**config.mk**
```make
export PLATFORM = sky130hd
export DESIGN_NAME = spim_boot_ctrl
export DESIGN_NICKNAME = d
export VERILOG_FILES = /design/src/rtl/spim_boot_ctrl.sv
export SDC_FILE = /design/constraint.sdc
export NUM_CORES = 1
export LEC_CHECK = 0
export CAP_MARGIN = 20
export CORE_UTILIZATION = 47
export DETAILED_ROUTE_END_ITERATION = 10
export GPL_TIMING_DRIVEN = 0
export HOLD_SLACK_MARGIN = 0.12
export PLACE_DENSITY = 0.86
export SLEW_MARGIN = 20
export SYNTH_ARGS = -nofsm -noshare
export SYNTH_HDL_FRONTEND = slang
export SYNTH_SLANG_ARGS = --single-unit
```
**constraint.sdc**
```tcl
create_clock -name HCLK -period 4.7 [get_ports HCLK]
set_input_delay 0.47 -clock HCLK [delete_from_list [all_inputs] [get_ports HCLK]]
set_output_delay 0.47 -clock HCLK [all_outputs]
set_load 0.05 [all_outputs]
```
**src/rtl/spim_boot_ctrl.sv**
```systemverilog
// ---------------------------------------------------------------------------
// spim_boot_ctrl
//
// Boot-time AHB master for the SPI flash memory slave. After a Start pulse
// it waits for the flash slave to report Initialized, writes the slave's
// control register once, then copies WORDS 32-bit words starting at
// SRC_BASE into the on-chip boot SRAM through a simple write port.
// Only one AHB transfer is ever outstanding: a NONSEQ address phase
// followed by IDLE for the whole data phase (SINGLE, word-sized).
//
// Ports
//   HCLK, HRST     clock, asynchronous active-high reset
//   Start          one-cycle request to begin a copy (IDLE/DONE/ERR only)
//   Abort          level; stop at the next safe point
//   SpiInit        Initialized flag from the flash slave
//   M_H*           AHB master interface (HSIZE/HBURST constant)
//   RAM_WE/ADDR/WDATA  boot SRAM write port, one strobe per copied word
//   Busy           copy in progress
//   Done, Error    sticky completion / non-OKAY flags, cleared by Start
// ---------------------------------------------------------------------------
module spim_boot_ctrl #(
    parameter logic [31:0] CTRL_ADDR = 32'h0800_000C,
    parameter logic [25:0] CTRL_WORD = 26'h003_0001,
    parameter logic [31:0] SRC_BASE  = 32'h0000_0000,
    parameter int          WORDS     = 256,
    parameter int          RAM_AW    = 8
) (
    input  logic              HCLK,
    input  logic              HRST,
    input  logic              Start,
    input  logic              Abort,
    input  logic              SpiInit,
    output logic [31:0]       M_HADDR,
    output logic [1:0]        M_HTRANS,
    output logic              M_HWRITE,
    output logic [2:0]        M_HSIZE,
    output logic [2:0]        M_HBURST,
    output logic [31:0]       M_HWDATA,
    input  logic [31:0]       M_HRDATA,
    input  logic              M_HREADY,
    input  logic [1:0]        M_HRESP,
    output logic              RAM_WE,
    output logic [RAM_AW-1:0] RAM_ADDR,
    output logic [31:0]       RAM_WDATA,
    output logic              Busy,
    output logic              Done,
    output logic              Error
);

    localparam int              CW            = $clog2(WORDS) + 1;
    localparam logic [CW-1:0]   LAST_CNT      = CW'(WORDS - 1);
    localparam logic [1:0]      HTRANS_IDLE   = 2'b00;
    localparam logic [1:0]      HTRANS_NONSEQ = 2'b10;
    localparam logic [1:0]      HRESP_OKAY    = 2'b00;

    typedef enum logic [2:0] {
        IDLE,
        WAIT_INIT,
        CFG_A,
        CFG_D,
        RD_A,
        RD_D,
        DONE,
        ERR
    } bootState_t;

    bootState_t        stateReg, stateNext;
    logic [CW-1:0]     cntReg, cntNext;
    logic [31:0]       haddrReg, haddrNext;
    logic [1:0]        htransReg, htransNext;
    logic              hwriteReg, hwriteNext;
    logic [31:0]       hwdataReg, hwdataNext;
    logic              ramWeReg, ramWeNext;
    logic [RAM_AW-1:0] ramAddrReg, ramAddrNext;
    logic [31:0]       ramWdataReg, ramWdataNext;
    logic              busyReg, busyNext;
    logic              doneReg, doneNext;
    logic              errorReg, errorNext;
    logic [CW-1:0]     cntInc;

    // Flash byte address of word c; wraps modulo 2^32.
    function automatic logic [31:0] wordAddr(input logic [CW-1:0] c);
        return SRC_BASE + (32'(c) << 2);
    endfunction

    assign cntInc = cntReg + CW'(1);

    always_comb begin
        stateNext    = stateReg;
        cntNext      = cntReg;
        haddrNext    = haddrReg;
        htransNext   = htransReg;
        hwriteNext   = hwriteReg;
        hwdataNext   = hwdataReg;
        ramWeNext    = 1'b0;
        ramAddrNext  = ramAddrReg;
        ramWdataNext = ramWdataReg;
        busyNext     = busyReg;
        doneNext     = doneReg;
        errorNext    = errorReg;

        case (stateReg)
            IDLE, DONE, ERR: begin
                if (Start) begin
                    stateNext = WAIT_INIT;
                    cntNext   = '0;
                    doneNext  = 1'b0;
                    errorNext = 1'b0;
                    busyNext  = 1'b1;
                end
            end

            WAIT_INIT: begin
                if (Abort) begin
                    stateNext = IDLE;
                    busyNext  = 1'b0;
                end else if (SpiInit && M_HREADY) begin
                    stateNext  = CFG_A;
                    htransNext = HTRANS_NONSEQ;
                    hwriteNext = 1'b1;
                    haddrNext  = CTRL_ADDR;
                end
            end

            // Address phase: acceptance wins over Abort, which is then
            // honoured once the data phase completes.
            CFG_A: begin
                if (M_HREADY) begin
                    stateNext  = CFG_D;
                    htransNext = HTRANS_IDLE;
                    hwdataNext = {6'b0, CTRL_WORD};
                end else if (Abort) begin
                    stateNext  = IDLE;
                    htransNext = HTRANS_IDLE;
                    busyNext   = 1'b0;
                end
            end

            CFG_D: begin
                if (M_HREADY) begin
                    if (Abort) begin
                        stateNext = IDLE;
                        busyNext  = 1'b0;
                    end else if (M_HRESP != HRESP_OKAY) begin
                        stateNext = ERR;
                        errorNext = 1'b1;
                        busyNext  = 1'b0;
                    end else begin
                        stateNext  = RD_A;
                        htransNext = HTRANS_NONSEQ;
                        hwriteNext = 1'b0;
                        haddrNext  = wordAddr(cntReg);
                    end
                end
            end

            RD_A: begin
                if (M_HREADY) begin
                    stateNext  = RD_D;
                    htransNext = HTRANS_IDLE;
                end else if (Abort) begin
                    stateNext  = IDLE;
                    htransNext = HTRANS_IDLE;
                    busyNext   = 1'b0;
                end
            end

            // Data phase may stall for a long time; the next address phase
            // is launched straight from the completing edge so a zero-wait
            // slave sees one word every two cycles.
            RD_D: begin
                if (M_HREADY) begin
                    if (Abort) begin
                        stateNext = IDLE;
                        busyNext  = 1'b0;
                    end else if (M_HRESP != HRESP_OKAY) begin
                        stateNext = ERR;
                        errorNext = 1'b1;
                        busyNext  = 1'b0;
                    end else begin
                        ramWeNext    = 1'b1;
                        ramAddrNext  = RAM_AW'(cntReg);
                        ramWdataNext = M_HRDATA;
                        if (cntReg == LAST_CNT) begin
                            stateNext = DONE;
                            doneNext  = 1'b1;
                            busyNext  = 1'b0;
                        end else begin
                            cntNext    = cntInc;
                            stateNext  = RD_A;
                            htransNext = HTRANS_NONSEQ;
                            haddrNext  = wordAddr(cntInc);
                        end
                    end
                end
            end

            default: begin
                stateNext  = IDLE;
                htransNext = HTRANS_IDLE;
                busyNext   = 1'b0;
            end
        endcase
    end

    always_ff @(posedge HCLK or posedge HRST) begin
        if (HRST) begin
            stateReg    <= IDLE;
            cntReg      <= '0;
            haddrReg    <= '0;
            htransReg   <= HTRANS_IDLE;
            hwriteReg   <= 1'b0;
            hwdataReg   <= '0;
            ramWeReg    <= 1'b0;
            ramAddrReg  <= '0;
            ramWdataReg <= '0;
            busyReg     <= 1'b0;
            doneReg     <= 1'b0;
            errorReg    <= 1'b0;
        end else begin
            stateReg    <= stateNext;
            cntReg      <= cntNext;
            haddrReg    <= haddrNext;
            htransReg   <= htransNext;
            hwriteReg   <= hwriteNext;
            hwdataReg   <= hwdataNext;
            ramWeReg    <= ramWeNext;
            ramAddrReg  <= ramAddrNext;
            ramWdataReg <= ramWdataNext;
            busyReg     <= busyNext;
            doneReg     <= doneNext;
            errorReg    <= errorNext;
        end
    end

    assign M_HADDR   = haddrReg;
    assign M_HTRANS  = htransReg;
    assign M_HWRITE  = hwriteReg;
    assign M_HSIZE   = 3'b010;
    assign M_HBURST  = 3'b000;
    assign M_HWDATA  = hwdataReg;
    assign RAM_WE    = ramWeReg;
    assign RAM_ADDR  = ramAddrReg;
    assign RAM_WDATA = ramWdataReg;
    assign Busy      = busyReg;
    assign Done      = doneReg;
    assign Error     = errorReg;

endmodule

```
==> run summary, run 1 <==
Outcome: completed
Cell area power density: 499.8 nW/um2
Cell family with most CP delay: simple AND/OR/NAND/NOR gates
Setup crit end kind: flip-flop
Critical Setup Path Class: flip-flop to flip-flop
Chip width: 91.47 um
Via count: 3,358
RR Startpoint: cntReg[0]
Initial Util: 48.69%
Total Power: 0.002657 W
MaxCap Viol Count: 0
Antenna Cells: 0
Post-synth top cells: nand2_1, dfrtp_1, buf_4
Area Overhead vs Synth: 41.30%
Clk buf depth: 2
Sequential Power Share: 30.0%
Final hold vios: 0
Sw Pwr: 0.001216 W
Worst r2r path cells: 10
Worst setup path endpoint: M_HADDR[6]
Number of CTS-inserted buffers: 9
Post-synth EDFFs: 0
Core area: 7727 um2
Yosys cell types: 56
First-pass GRT wire length: 15.06 mm
RSZ-0062 raised after global routing: no
Clock root buffer master: clkbuf_8
Post-DP HPWL: 6.976 mm
# DRC: 0
GRT Overall Usage: 22.97%
Post-synth top flop: dfrtp_1
Layout cells sized above 1: 17.46%
# placed instances: 676
Async SR Flop Fraction: 100.0%
Routability cong.: 0.8310
Worst rel slew slack: 60.06%
Finished Layout Cells: 692
Cell repeated most along the worst path: and3_1
Register area share after synthesis: 45.89%
Crit share post-route: 64.57%
RR Endpoint: M_HADDR[6]
Max Clock Skew: 0.007761 ns
Post-place setup slack: 1.741 ns
DRT antenna net count: 0
Least-Margin Pin Slew: 0.5991 ns
CTS Hold Bufs: 0
FF-to-FF setup slack: 1.67 ns
Drt initial violations: 204
Final setup margin: 1.665 ns
Post-synthesis cell area: 3762 um2
Mapped Cells: 420
Fill cells: 622
Critical Path RT: 4.99 ns
CTS tree: yes
Synthesis Warnings: 0
Startpoint Class: flip-flop
Syn Area/Cell: 8.958 um2
Hold Path Class: input port to async pin
Initial antenna violation count: 0
Num rows: 32
Buf+Inv Stages, Crit Path: 0
Post-CTS setup buffer count: 0
Clock-pin transition on the worst setup and hold timing paths: 0.08 ns
Fmax: 0.3295 GHz
Sw Ratio: 45.76%
Critical path data arrival time: 3.32 ns
Final core occ: 68.80%
Internal power: 0.001441 W
Total gr overflow: 0
Wire length per cell: 13.48 um
Port Buffers: 97
CP cell instances: ha_1 -> and3_1 -> and3_1 -> and3_1 -> ha_1 -> or3_1 -> a21oi_1 -> o211ai_4 -> a311oi_1 -> a21o_1
Aggregate negative setup slack: 0 ns
Final #Nets: 627
Pins over their slew limit: 0
Largest net degree at the start of global routing: 42
Die Area: 8367 um2
Power share of the combinational group: 49.5%
Crit path largest cell delay: 0.46 ns
CTS sink cnt: 69
Vias per Instance: 4.853
Worst skew pair latency: 0.35 ns
P_leak: 2.694 nW
Routed WL: 9.329 mm
CTS H-tree lvls: 3
Synthesized flop and latch total: 69
Peak supply drop: 0.2982 mV
I/O pin total: 157
CP max stage cell: dfrtp_1
Final number of setup-violating endpoints: 0
Post-synth top area share: 45.89%
CTS resizes: 0
Leading area contributor after synthesis: dfrtp_1
First-pass iteration count of the detailed router: 5
Final min period: 3.035 ns
Count leader, synth: nand2_1
Clock Power Share: 20.5%
Vias in the first global route: 3,158
Setup crit start: cntReg[0]
CP Max Fanout: 7
Die height: 91.47 um
Dominant cells by area after synthesis: dfrtp_1, nand2_1, buf_4
Crit. path cell count: 10
-- how the worst min path moves through the flow --
stage	from	to	slack (ns)
3_5_place_dp	RAM_WDATA[7]	RAM_WDATA[7]	0.46
2_1_floorplan	cntReg[7]	cntReg[7]	0.50
5_1_grt	HRST	RAM_WDATA[16]	0.49
4_1_cts	HRST	RAM_WDATA[23]	0.46
3_3_place_gp	RAM_WDATA[30]	RAM_WDATA[30]	0.46
6_report	HRST	RAM_WDATA[23]	0.47
-- stage by stage --
step / hold WS [ns] / cell area, um2
floorplan: 0.5050 / 3973
global placement: 0.4591 / 5071
detailed placement: 0.4621 / 5094
CTS: 0.4628 / 5316
global route: 0.4897 / 5316
finish: 0.4655 / 5316
-- layout by cell type, fill, tap and decap left out, types with 7 or more instances in the layout --
master / n
a21o_1: 10
a21oi_1: 13
a31oi_1: 7
buf_2: 7
buf_4: 60
clkbuf_1: 12
clkbuf_8: 9
clkdlybuf4s50_1: 97
conb_1: 58
dfrtp_1: 69
inv_1: 7
mux2_2: 7
nand2_1: 125
nor2_1: 14
o21ai_0: 10
-- metal layers --
layer / vias to the layer above / GRT usage [%] / wire length, um
li1: 1619 / - / -
met1: 1575 / 28.05 / 3979
met2: 150 / 40.04 / 4589
met3: 14 / 5.611 / 640
met4: 0 / 6.746 / 119
met5: - / 0 / 0
-- flip-flops by register name, summed over array words and instances, names as in the netlist --
name and flops:
Error 1, RAM_WE 1, stateReg 3, cntReg 9, M_HADDR 10, RAM_WDATA 32
M_HWRITE 1, Done 1, M_HWDATA 1, Busy 1, M_HTRANS 1, RAM_ADDR 8
-- cell families (layout without fill, tap and decap cells) --
family / after synthesis / after routing / share of synthesized area, %
AO/OA/AOI/OAI: 70 / 70 / 14.50
XOR/XNOR: 1 / 1 / 0.2328
adder cells (fa/ha/maj): 2 / 2 / 0.6650
buffers and inverters: 89 / 203 / 15.30
flip-flops: 69 / 69 / 45.89
multiplexers: 8 / 8 / 2.361
other: 2 / 58 / 0.1996
AND/OR/NAND/NOR: 179 / 179 / 20.85
-- power groups by stage --
| stage | Clock [W] | Combinational, W | Sequential, W |
|---|---|---|---|
| 6_report | 0.000545 | 0.00132 | 0.000796 |
| 5_1_grt | 0.000576 | 0.00139 | 0.000812 |
| 4_1_cts | 0.000556 | 0.00131 | 0.000797 |
| 3_5_place_dp | 0 | 0.00131 | 0.000808 |
| 3_3_place_gp | 0 | 0.00129 | 0.000804 |
| 2_1_floorplan | 0 | 0.000552 | 0.00118 |
-- area by class of cell --
type	instances	area, um2	area share (%)
sequential	69	1727	32.48
multi-input combinational	318	1670	31.42
timing repair buffer	98	991.0	18.64
buffer	81	545.5	10.26
tap	102	127.6	2.401
clock buffer	9	123.9	2.330
clock inverter	7	98.84	1.859
inverter	8	32.53	0.6119
No activity file was read; power rests on OpenSTA's default activity.
==> run 2: changes to the inputs <==
--- a/config.mk
+++ b/config.mk
@@ -6,11 +6,11 @@
 export NUM_CORES = 1
 export LEC_CHECK = 0
 export CAP_MARGIN = 20
-export CORE_UTILIZATION = 47
+export CORE_UTILIZATION = 39
 export DETAILED_ROUTE_END_ITERATION = 10
 export GPL_TIMING_DRIVEN = 0
 export HOLD_SLACK_MARGIN = 0.12
-export PLACE_DENSITY = 0.86
+export PLACE_DENSITY = 0.76
 export SLEW_MARGIN = 20
 export SYNTH_ARGS = -nofsm -noshare
 export SYNTH_HDL_FRONTEND = slang
==> constraint.sdc (replaced) <==
create_clock -name HCLK -period 2.6 [get_ports HCLK]
set_input_delay 0.26 -clock HCLK [delete_from_list [all_inputs] [get_ports HCLK]]
set_output_delay 0.26 -clock HCLK [all_outputs]
set_load 0.05 [all_outputs]
==> run summary, run 2 (same netlist as run 1, synthesis figures left out) <==
Total Power: 0.004624 W (was 0.002657 W)
# DRC: 0 (unchanged)
Cell area power density: 847.6 nW/um2 (was 499.8 nW/um2)
Buf+Inv Stages, Crit Path: 0 (unchanged)
Final hold vios: 0 (unchanged)
Num rows: 35 (was 32)
CP cell instances: ha_4 -> and3_4 -> and3_4 -> and3_4 -> ha_4 -> or3_4 -> a21oi_4 -> o211ai_4 -> a311oi_2 -> a21o_1 (was ha_1 -> and3_1 -> and3_1 -> and3_1 -> ha_1 -> or3_1 -> a21oi_1 -> o211ai_4 -> a311oi_1 -> a21o_1)
DRT antenna net count: 0 (unchanged)
Port Buffers: 97 (unchanged)
Wire length per cell: 13.04 um (was 13.48 um)
CP Max Fanout: 8 (was 7)
Layout cells sized above 1: 20.53% (was 17.46%)
Multi-input gate area: 1759 um2 (was 1670 um2)
Number of CTS-inserted buffers: 9 (unchanged)
Chip width: 100.2 um (was 91.47 um)
Setup crit start: cntReg[0] (unchanged)
Most frequent cells in the layout: nand2_1, clkdlybuf4s50_1, dfrtp_1, buf_4, conb_1 (was nand2_1, clkdlybuf4s50_1, dfrtp_1)
Largest net degree at the start of global routing: 41 (was 42)
Core area: 9284 um2 (was 7727 um2)
Vias in the first global route: 3,236 (was 3,158)
RR Endpoint: M_HADDR[6] (unchanged)
Final setup margin: 0.06814 ns (was 1.665 ns)
First-pass GRT wire length: 15.25 mm (was 15.06 mm)
CTS sink cnt: 69 (unchanged)
Post-DP HPWL: 6.920 mm (was 6.976 mm)
Max Clock Skew: 0.008701 ns (was 0.007761 ns)
RSZ-0062 raised after global routing: yes (was no)
Fmax: 0.3950 GHz (was 0.3295 GHz)
Startpoint Class: flip-flop (unchanged)
Critical Path RT: 2.89 ns (was 4.99 ns)
Worst setup path endpoint: M_HADDR[6] (unchanged)
Hold Path Class: input port to async pin (unchanged)
Clock-pin transition on the worst setup and hold timing paths: 0.08 ns (about the same)
CTS H-tree lvls: 3 (unchanged)
Most common cell after layout, fill and taps aside: nand2_1 (unchanged)
Final min period: 2.532 ns (was 3.035 ns)
MaxCap Viol Count: 0 (unchanged)
CP max stage cell: dfrtp_2 (was dfrtp_1)
Worst r2r path cells: 10 (unchanged)
Setup crit end kind: flip-flop (unchanged)
Worst rel slew slack: 60.85% (was 60.06%)
Final number of setup-violating endpoints: 0 (unchanged)
I/O pin total: 157 (unchanged)
CTS tree: yes (unchanged)
Area Overhead vs Synth: 44.99% (was 41.30%)
Critical Setup Path Class: flip-flop to flip-flop (unchanged)
GRT Overall Usage: 19.22% (was 22.97%)
Routability cong.: 0.9131 (was 0.8310)
Post-place setup slack: -0.3205 ns (was 1.741 ns)
Crit share post-route: 97.38% (was 64.57%)
Initial Util: 40.53% (was 48.69%)
Least-Margin Pin Slew: 0.5873 ns (was 0.5991 ns)
Vias per Instance: 4.639 (was 4.853)
Crit. path cell count: 10 (unchanged)
Antenna Cells: 0 (unchanged)
Outcome: completed (unchanged)
First-pass iteration count of the detailed router: 4 (was 5)
Pins over their slew limit: 0 (unchanged)
Clk buf depth: 2 (unchanged)
Clock root buffer master: clkbuf_8 (unchanged)
Crit path largest cell delay: 0.43 ns (was 0.46 ns)
Drt initial violations: 223 (was 204)
Peak supply drop: 0.6475 mV (was 0.2982 mV)
Max FFs per register: 32 (unchanged)
RR Startpoint: cntReg[0] (unchanged)
FF/Latch Area: 1728 um2 (was 1727 um2)
P_leak: 2.712 nW (was 2.694 nW)
Worst skew pair latency: 0.34 ns (was 0.35 ns)
Total gr overflow: 0 (unchanged)
Die height: 100.2 um (was 91.47 um)
Routed WL: 9.495 mm (was 9.329 mm)
Final #Nets: 636 (was 627)
Die Area: 10,040 um2 (was 8367 um2)
Fill cells: 832 (was 622)
FF-to-FF setup slack: 0.07 ns (was 1.67 ns)
Via count: 3,377 (was 3,358)
Cell repeated most along the worst path: and3_4 (was and3_1)
Cell family with most CP delay: simple AND/OR/NAND/NOR gates (unchanged)
CTS Hold Bufs: 0 (unchanged)
Initial antenna violation count: 0 (unchanged)
Critical path data arrival time: 2.82 ns (was 3.32 ns)
==> run 2: cell count changes in the layout (fill, tap and decap cells not counted), sizes merged <==
cell | before | now
clkbuf | 21 | 22
bufinv | 2 | 0
buf | 70 | 79
clkinvlp | 1 | 2
==> run 2: metrics by stage <==
| stage | TNS, ns | cell area, um2 | std cells | utilization (%) | hold slack [ns] |
|---|---|---|---|---|---|
| after floorplan | 0 | 3976 | 476 | - | 0.3654 |
| after detailed placement | -3.821 | 5131 | 703 | 55.27 | 0.4628 |
| after CTS | 0 | 5409 | 724 | 58.26 | 0.2619 |
| final | 0 | 5455 | 728 | 58.76 | 0.2520 |
| after global routing | -0.008098 | 5455 | 728 | 58.76 | 0.2566 |
| after global placement | -39.68 | 5109 | 702 | 55.03 | 0.4576 |
==> run 2: repair_timing <==
item                                    4_1_cts  5_1_grt
gates resized for setup                      15        2
endpoints found under the setup margin       20       11
pin swaps                                     5        7
buffers inserted                              4        4
gates cloned                                  1        0
==> run 2: worst min path at each step <==
stage | to | slack, ns | depth (start not counted)
after CTS | RAM_WDATA[11] | 0.26 | 2
after global routing | RAM_WDATA[11] | 0.26 | 2
final | RAM_WDATA[11] | 0.25 | 2
after detailed placement | RAM_WDATA[4] | 0.46 | 2
after global placement | RAM_WDATA[26] | 0.46 | 2
after floorplan | RAM_WDATA[0] | 0.37 | 2
==> run 2: where the power goes <==
group          leakage [nW]  switching, W  internal, W
clock                0.0824      0.000410     0.000344
sequential            0.933      0.000147      0.00129
combinational          1.70       0.00163     0.000801
==> run 2: cell type report <==
type                       count  share of cell area (%)
inverter                       8                  0.5963
clock buffer                  10                   2.339
tap                          129                   2.959
buffer                        81                   10.11
sequential                    69                   31.67
multi-input combinational    318                   32.25
timing repair buffer         107                   19.36
clock inverter                 6                  0.7110
==> run 2: routing by layer <==
| metal | GRT usage (%) | vias up | share of wire [%] |
|---|---|---|---|
| li1 | - | 1641 | - |
| met2 | 32.56 | 152 | 49 |
| met1 | 23.85 | 1575 | 42 |
| met4 | 5.351 | 0 | 0.87 |
| met5 | 0 | - | 0 |
| met3 | 5.641 | 9 | 8.2 |
==> run 3: changes to the inputs <==
--- a/config.mk
+++ b/config.mk
@@ -11,7 +11,7 @@
 export GPL_TIMING_DRIVEN = 0
 export HOLD_SLACK_MARGIN = 0.12
 export PLACE_DENSITY = 0.76
-export SLEW_MARGIN = 20
+export SLEW_MARGIN = 40
 export SYNTH_ARGS = -nofsm -noshare
 export SYNTH_HDL_FRONTEND = slang
 export SYNTH_SLANG_ARGS = --single-unit
==> results of run 3 <==
Same layout as run 2: the final DEF is identical, and so are final timing and power.
